==> src/rtl/uart_rx_fifo.sv <==
// Receive FIFO behind async_receiver: handshakes each byte in, 1-cycle write-to-read latency,
// never back-pressures the receiver (drops when full, sticky overflow). Optional RX_FIFO_HIGH_WATER_EN adds almost_full_o.
module uart_rx_fifo #(
  parameter int ADDR_W     = 4,
  parameter int HIGH_WATER = 12
) (
  input  logic              clk,
  input  logic              rst,
  input  logic [7:0]        rx_data_i,
  input  logic              rx_ready_i,
  output logic              rx_clear_o,
  input  logic              pop_i,
  output logic [7:0]        data_o,
  output logic              data_valid_o,
  output logic [ADDR_W:0]   count_o,
  output logic              full_o,
  output logic              overflow_o,
  input  logic              overflow_clr_i
`ifdef RX_FIFO_HIGH_WATER_EN
  ,
  output logic              almost_full_o
`endif
);

  localparam int DEPTH = 1 << ADDR_W;
  localparam logic [ADDR_W:0]   DEPTH_CNT = (ADDR_W+1)'(DEPTH);
  localparam logic [ADDR_W:0]   CNT_ONE   = (ADDR_W+1)'(1);
  localparam logic [ADDR_W-1:0] PTR_ONE   = ADDR_W'(1);

  if (HIGH_WATER < 1 || HIGH_WATER > DEPTH) begin : g_bad_high_water
    $error("uart_rx_fifo: HIGH_WATER must lie in 1..2**ADDR_W");
  end

  typedef enum logic [1:0] {
    CAP_IDLE  = 2'd0,
    CAP_CLEAR = 2'd1,
    CAP_WAIT  = 2'd2
  } cap_state_e;

  cap_state_e state_q, state_d;
  logic       rx_clear_q, rx_clear_d;
  logic       push_req;

  logic [7:0]        mem_q [DEPTH];
  logic [ADDR_W-1:0] wr_ptr_q, wr_ptr_d;
  logic [ADDR_W-1:0] rd_ptr_q, rd_ptr_d;
  logic [ADDR_W:0]   count_q, count_d;
  logic              overflow_q, overflow_d;

  logic empty, full, pop_ok, push_ok, drop;

  always_ff @(posedge clk or posedge rst) begin
    if (rst) begin
      state_q    <= CAP_IDLE;
      rx_clear_q <= 1'b0;
    end else begin
      state_q    <= state_d;
      rx_clear_q <= rx_clear_d;
    end
  end

  // WAIT holds off until the receiver lowers ready, so one byte yields one push.
  always_comb begin
    state_d    = state_q;
    rx_clear_d = 1'b0;
    push_req   = 1'b0;
    unique case (state_q)
      CAP_IDLE: begin
        if (rx_ready_i) begin
          push_req   = 1'b1;
          rx_clear_d = 1'b1;
          state_d    = CAP_CLEAR;
        end
      end
      CAP_CLEAR: state_d = CAP_WAIT;
      CAP_WAIT: begin
        if (!rx_ready_i) state_d = CAP_IDLE;
      end
      default: state_d = CAP_IDLE;
    endcase
  end

  assign empty = (count_q == '0);
  assign full  = (count_q == DEPTH_CNT);

  // Empty is judged before the push, so a pop into an empty FIFO is ignored even if a byte lands.
  assign pop_ok  = pop_i && !empty;
  assign push_ok = push_req && (!full || pop_i);
  assign drop    = push_req && full && !pop_i;

  always_comb begin
    wr_ptr_d   = wr_ptr_q;
    rd_ptr_d   = rd_ptr_q;
    count_d    = count_q;
    overflow_d = overflow_q;
    if (push_ok) wr_ptr_d = wr_ptr_q + PTR_ONE;
    if (pop_ok)  rd_ptr_d = rd_ptr_q + PTR_ONE;
    unique case ({push_ok, pop_ok})
      2'b10:   count_d = count_q + CNT_ONE;
      2'b01:   count_d = count_q - CNT_ONE;
      default: count_d = count_q;
    endcase
    if (drop) begin
      overflow_d = 1'b1;
    end else if (overflow_clr_i) begin
      overflow_d = 1'b0;
    end
  end

  always_ff @(posedge clk or posedge rst) begin
    if (rst) begin
      wr_ptr_q   <= '0;
      rd_ptr_q   <= '0;
      count_q    <= '0;
      overflow_q <= 1'b0;
    end else begin
      wr_ptr_q   <= wr_ptr_d;
      rd_ptr_q   <= rd_ptr_d;
      count_q    <= count_d;
      overflow_q <= overflow_d;
    end
  end

  // Storage is not reset; count gates every read.
  always_ff @(posedge clk) begin
    if (push_ok) mem_q[wr_ptr_q] <= rx_data_i;
  end

  assign rx_clear_o   = rx_clear_q;
  assign data_o       = empty ? 8'h00 : mem_q[rd_ptr_q];
  assign data_valid_o = !empty;
  assign count_o      = count_q;
  assign full_o       = full;
  assign overflow_o   = overflow_q;

`ifdef RX_FIFO_HIGH_WATER_EN
  logic almost_full_q;

  always_ff @(posedge clk or posedge rst) begin
    if (rst) begin
      almost_full_q <= 1'b0;
    end else begin
      almost_full_q <= (count_q >= (ADDR_W+1)'(HIGH_WATER));
    end
  end

  assign almost_full_o = almost_full_q;
`endif

endmodule

==> config.mk <==
export PLATFORM = sky130hd
export DESIGN_NAME = uart_rx_fifo
export DESIGN_NICKNAME = d
export VERILOG_FILES = /design/src/rtl/uart_rx_fifo.sv
export SDC_FILE = /design/constraint.sdc
export NUM_CORES = 1
export LEC_CHECK = 0
export BUFFER_PORTS_ARGS = -buffer_cell sky130_fd_sc_hd__buf_2
export CORE_ASPECT_RATIO = 2
export CORE_UTILIZATION = 40
export DETAILED_ROUTE_END_ITERATION = 7
export GPL_TIMING_DRIVEN = 0
export SETUP_SLACK_MARGIN = 0.15
export SYNTH_ARGS = -nofsm -noshare
export SYNTH_HDL_FRONTEND = slang
export SYNTH_SLANG_ARGS = --single-unit
==> constraint.sdc <==
create_clock -name clk -period 4.3 [get_ports clk]
set_clock_uncertainty 0.1 [all_clocks]
set_input_delay 0.43 -clock clk [delete_from_list [all_inputs] [get_ports clk]]
set_output_delay 0.43 -clock clk [all_outputs]
set_load 0.01 [all_outputs]
==> metrics <==
Synth Area in Compound Gates=0.0257; Post-Synth XOR/XNOR Area=0.0177; fmax=282 MHz; synth warn=0; Clk pin slew, worst setup/hold paths=60 ps; # Max-Cap Violations=0; initial antenna violation count=1; Die Area=~0.015 mm2; area delta synth->final=17.6%; first-pass GRT wire length=around 18000 um; Via Count=slightly below 3000; CP cell instances=buf_6 -> or4_4 -> o31a_4 -> clkinv_2 -> ha_1 -> clkbuf_1 -> xor2_1 -> ha_1 -> a21oi_1 -> or3b_2 -> a31oi_1 -> xnor2_1; Crit Path Category=reg -> reg; post-cts gate resize count=0; TritonCTS Buffers=17; CTS Sinks=145; maximum vdd drop=0.347 mV; Synth Area in Adders=0.0168; Comb pwr share=0.311; # DRC=0; Layout Nets=385; final-report hold violation count=0; dpl cells=approximately 540; Post-Layout Cell Count=569; CP arrival=3780 ps; sw frac=0.300; Synth Net Count=around 340; share of cells above drive strength 1=0.327; row count=62; Initial Utilization=0.412; DP Area=0.00637 mm2; Pre-antenna DRT Iters=4; CP max-delay cell=or4_4; Crit. End Element=flop; most used cell along the critical path=ha_1; worst-margin pin slew=934 ps; main combinational cell family by area after synthesis=multiplexers; largest net degree at the start of global routing=18; Die W=88.2 um; GR Overflow Total=0; H-tree Lvls=4; ys async rst share=0.117; #FFs+latches synth=approximately 150; Buf+Inv Stages, Crit Path=3; I/O pin count=30; final hold slack=roughly 28 ps; status=finished clean; RSZ-0062 raised after global routing=no; min-delay worst type=in -> async; final instance area=roughly 0.007 mm2; CTS Buffer Depth=2; most common cell after layout, fill and taps aside=edfxtp_1; Cell Int Power=3340 uW; Synth Flop Type=edfxtp_1; vias in the first global route=between 3000 and 4000; P per Cell Area=683 mW/mm2; Clock Power Share=0.319; Leakage=0.00238 uW; Max Slew Vio Count=0; clock latency on the worst-skew pair=410 ps; cell family with most CP delay=simple AND/OR/NAND/NOR gates; FF-to-FF Start=count_o[1]; Finish-stage setup viols=0; Post-Synth Simple-Gate Area=0.0457; crit-path max cell delay=530 ps; worst-path maximum fanout=11; setup bufs post-CTS=0; drt total wl=11600 um; minimum clock period=3550 ps; total net switching power=roughly 1400 uW; Final Cycle Share=0.825; via/cell ratio=5.12; Die Span Y=~170 um; synthesized instance count=about 320; CP Data Required Time=~4500 ps; CTS Root Buffer Type=clkbuf_16; final core occ=0.484; mux contribution to synthesized area=0.155; core box area=0.0144 mm2; post-synthesis cell type count=37; sequential cell fraction of total power=0.370; sequential cell area fraction in the yosys report=0.719; CTS tree=built; hpwl dp=8480 um; Post-synth EDFFs=128; CP startpoint kind=flop; commonest non-fill, non-tap cells in the layout=edfxtp_1, buf_2, mux4_2; CTS Hold Buffers Added=0; CP startpoint=count_o[1]; synthesized area=0.00594 mm2; Max transition margin=0.374; Routed WL per cell=20.4 um; port buffer count=29; Syn Area/Cell=between 15 and 20 um2; Routed Antenna Nets=0; GRT Resource Usage Total=0.169; Final Wtd Congestion=approximately 0.76; Setup TNS=0 ps; number of DRC markers in iteration 0=147
[flip-flops by register name (all words and copies together), names as in the netlist]
register    cells
overflow_o      1
count_o         5
rx_clear_o      1
state_q         2
mem_q         128
wr_ptr_q        4
rd_ptr_q        4
[synth_stat cells, types with 2 or more instances]
cell type,instances,share of area
edfxtp_1,128,0.65
mux4_2,32,0.12
dfrtp_1,17,0.072
nand2_1,13,0.0082
a21oi_1,12,0.010
mux2_2,10,0.019
nor3_1,10,0.0084
o21ai_0,10,0.0084
mux2i_1,9,0.015
and2_1,8,0.0084
clkbuf_1,8,0.0051
ha_1,8,0.017
xnor2_1,8,0.012
inv_1,7,0.0044
buf_2,4,0.0034
xor2_1,4,0.0059
buf_4,3,0.0038
nand3_1,3,0.0025
nand2b_1,2,0.0021
nor2_1,2,0.0013
nor3b_1,2,0.0025
[final timing paths]
path	endpoint	slack (ps)	depth (start not counted)
setup reg to reg	count_o[4]	750	12
hold / removal	rx_clear_o	30	2
min in group clk	state_q[1]	190	3
max in group asynchronous	rd_ptr_q[3]	3610	2
hold reg to reg	overflow_o	390	1
setup / recovery	count_o[4]	750	12
[per-stage QoR]
stage | setup WS [ps] | total power, uW
global route | 535 | 4980
CTS | 735 | 4820
finish | 752 | 4770
detailed placement | 749 | 3310
floorplan | 1030 | 2840
global placement | 833 | 3270
[worst reg2reg max path: stages (launching register included)]
cell,delay (ps)
dfrtp_1,390
buf_6,140
or4_4,530
o31a_4,330
clkinv_2,180
ha_1,180
clkbuf_1,330
xor2_1,180
ha_1,230
a21oi_1,80
or3b_2,450
a31oi_1,210
xnor2_1,140
[cell type report]
class | count | area, um2
timing repair buffer | 29 | 145
sequential | 145 | 4270
buffer | 17 | 87.6
fill | 1252 | 7440
tap | 192 | 240
clock buffer | 17 | 425
antenna | 1 | 2.50
multi-input combinational | 146 | 1590
clock inverter | 14 | 191
inverter | 8 | 31.3
[metal layers]
metal	vias to the layer above	GRT usage	wire, um
met4	0	0.0632	213
met5	-	0	0
met1	1508	0.171	4020
met3	18	0.0366	209
li1	1347	-	-
met2	39	0.321	7150
[kinds of logic after synthesis]
logic type / after synthesis
xor gates and xnor gates: 12
and+or+nand+nor: 49
adders and majority gates: 8
DFF: 145
AOI/OAI and AO/OA: 26
buffers and inverters: 25
muxes: 51
[power by group through the flow]
stage / clock network (uW) / registers, uW / logic [uW]
finish: 1520 / 1760 / 1480
global route: 1590 / 1780 / 1610
CTS: 1540 / 1770 / 1520
detailed placement: 0 / 1790 / 1510
global placement: 0 / 1790 / 1480
floorplan: 0 / 1790 / 1060
Power figures use the tool's default switching activity.
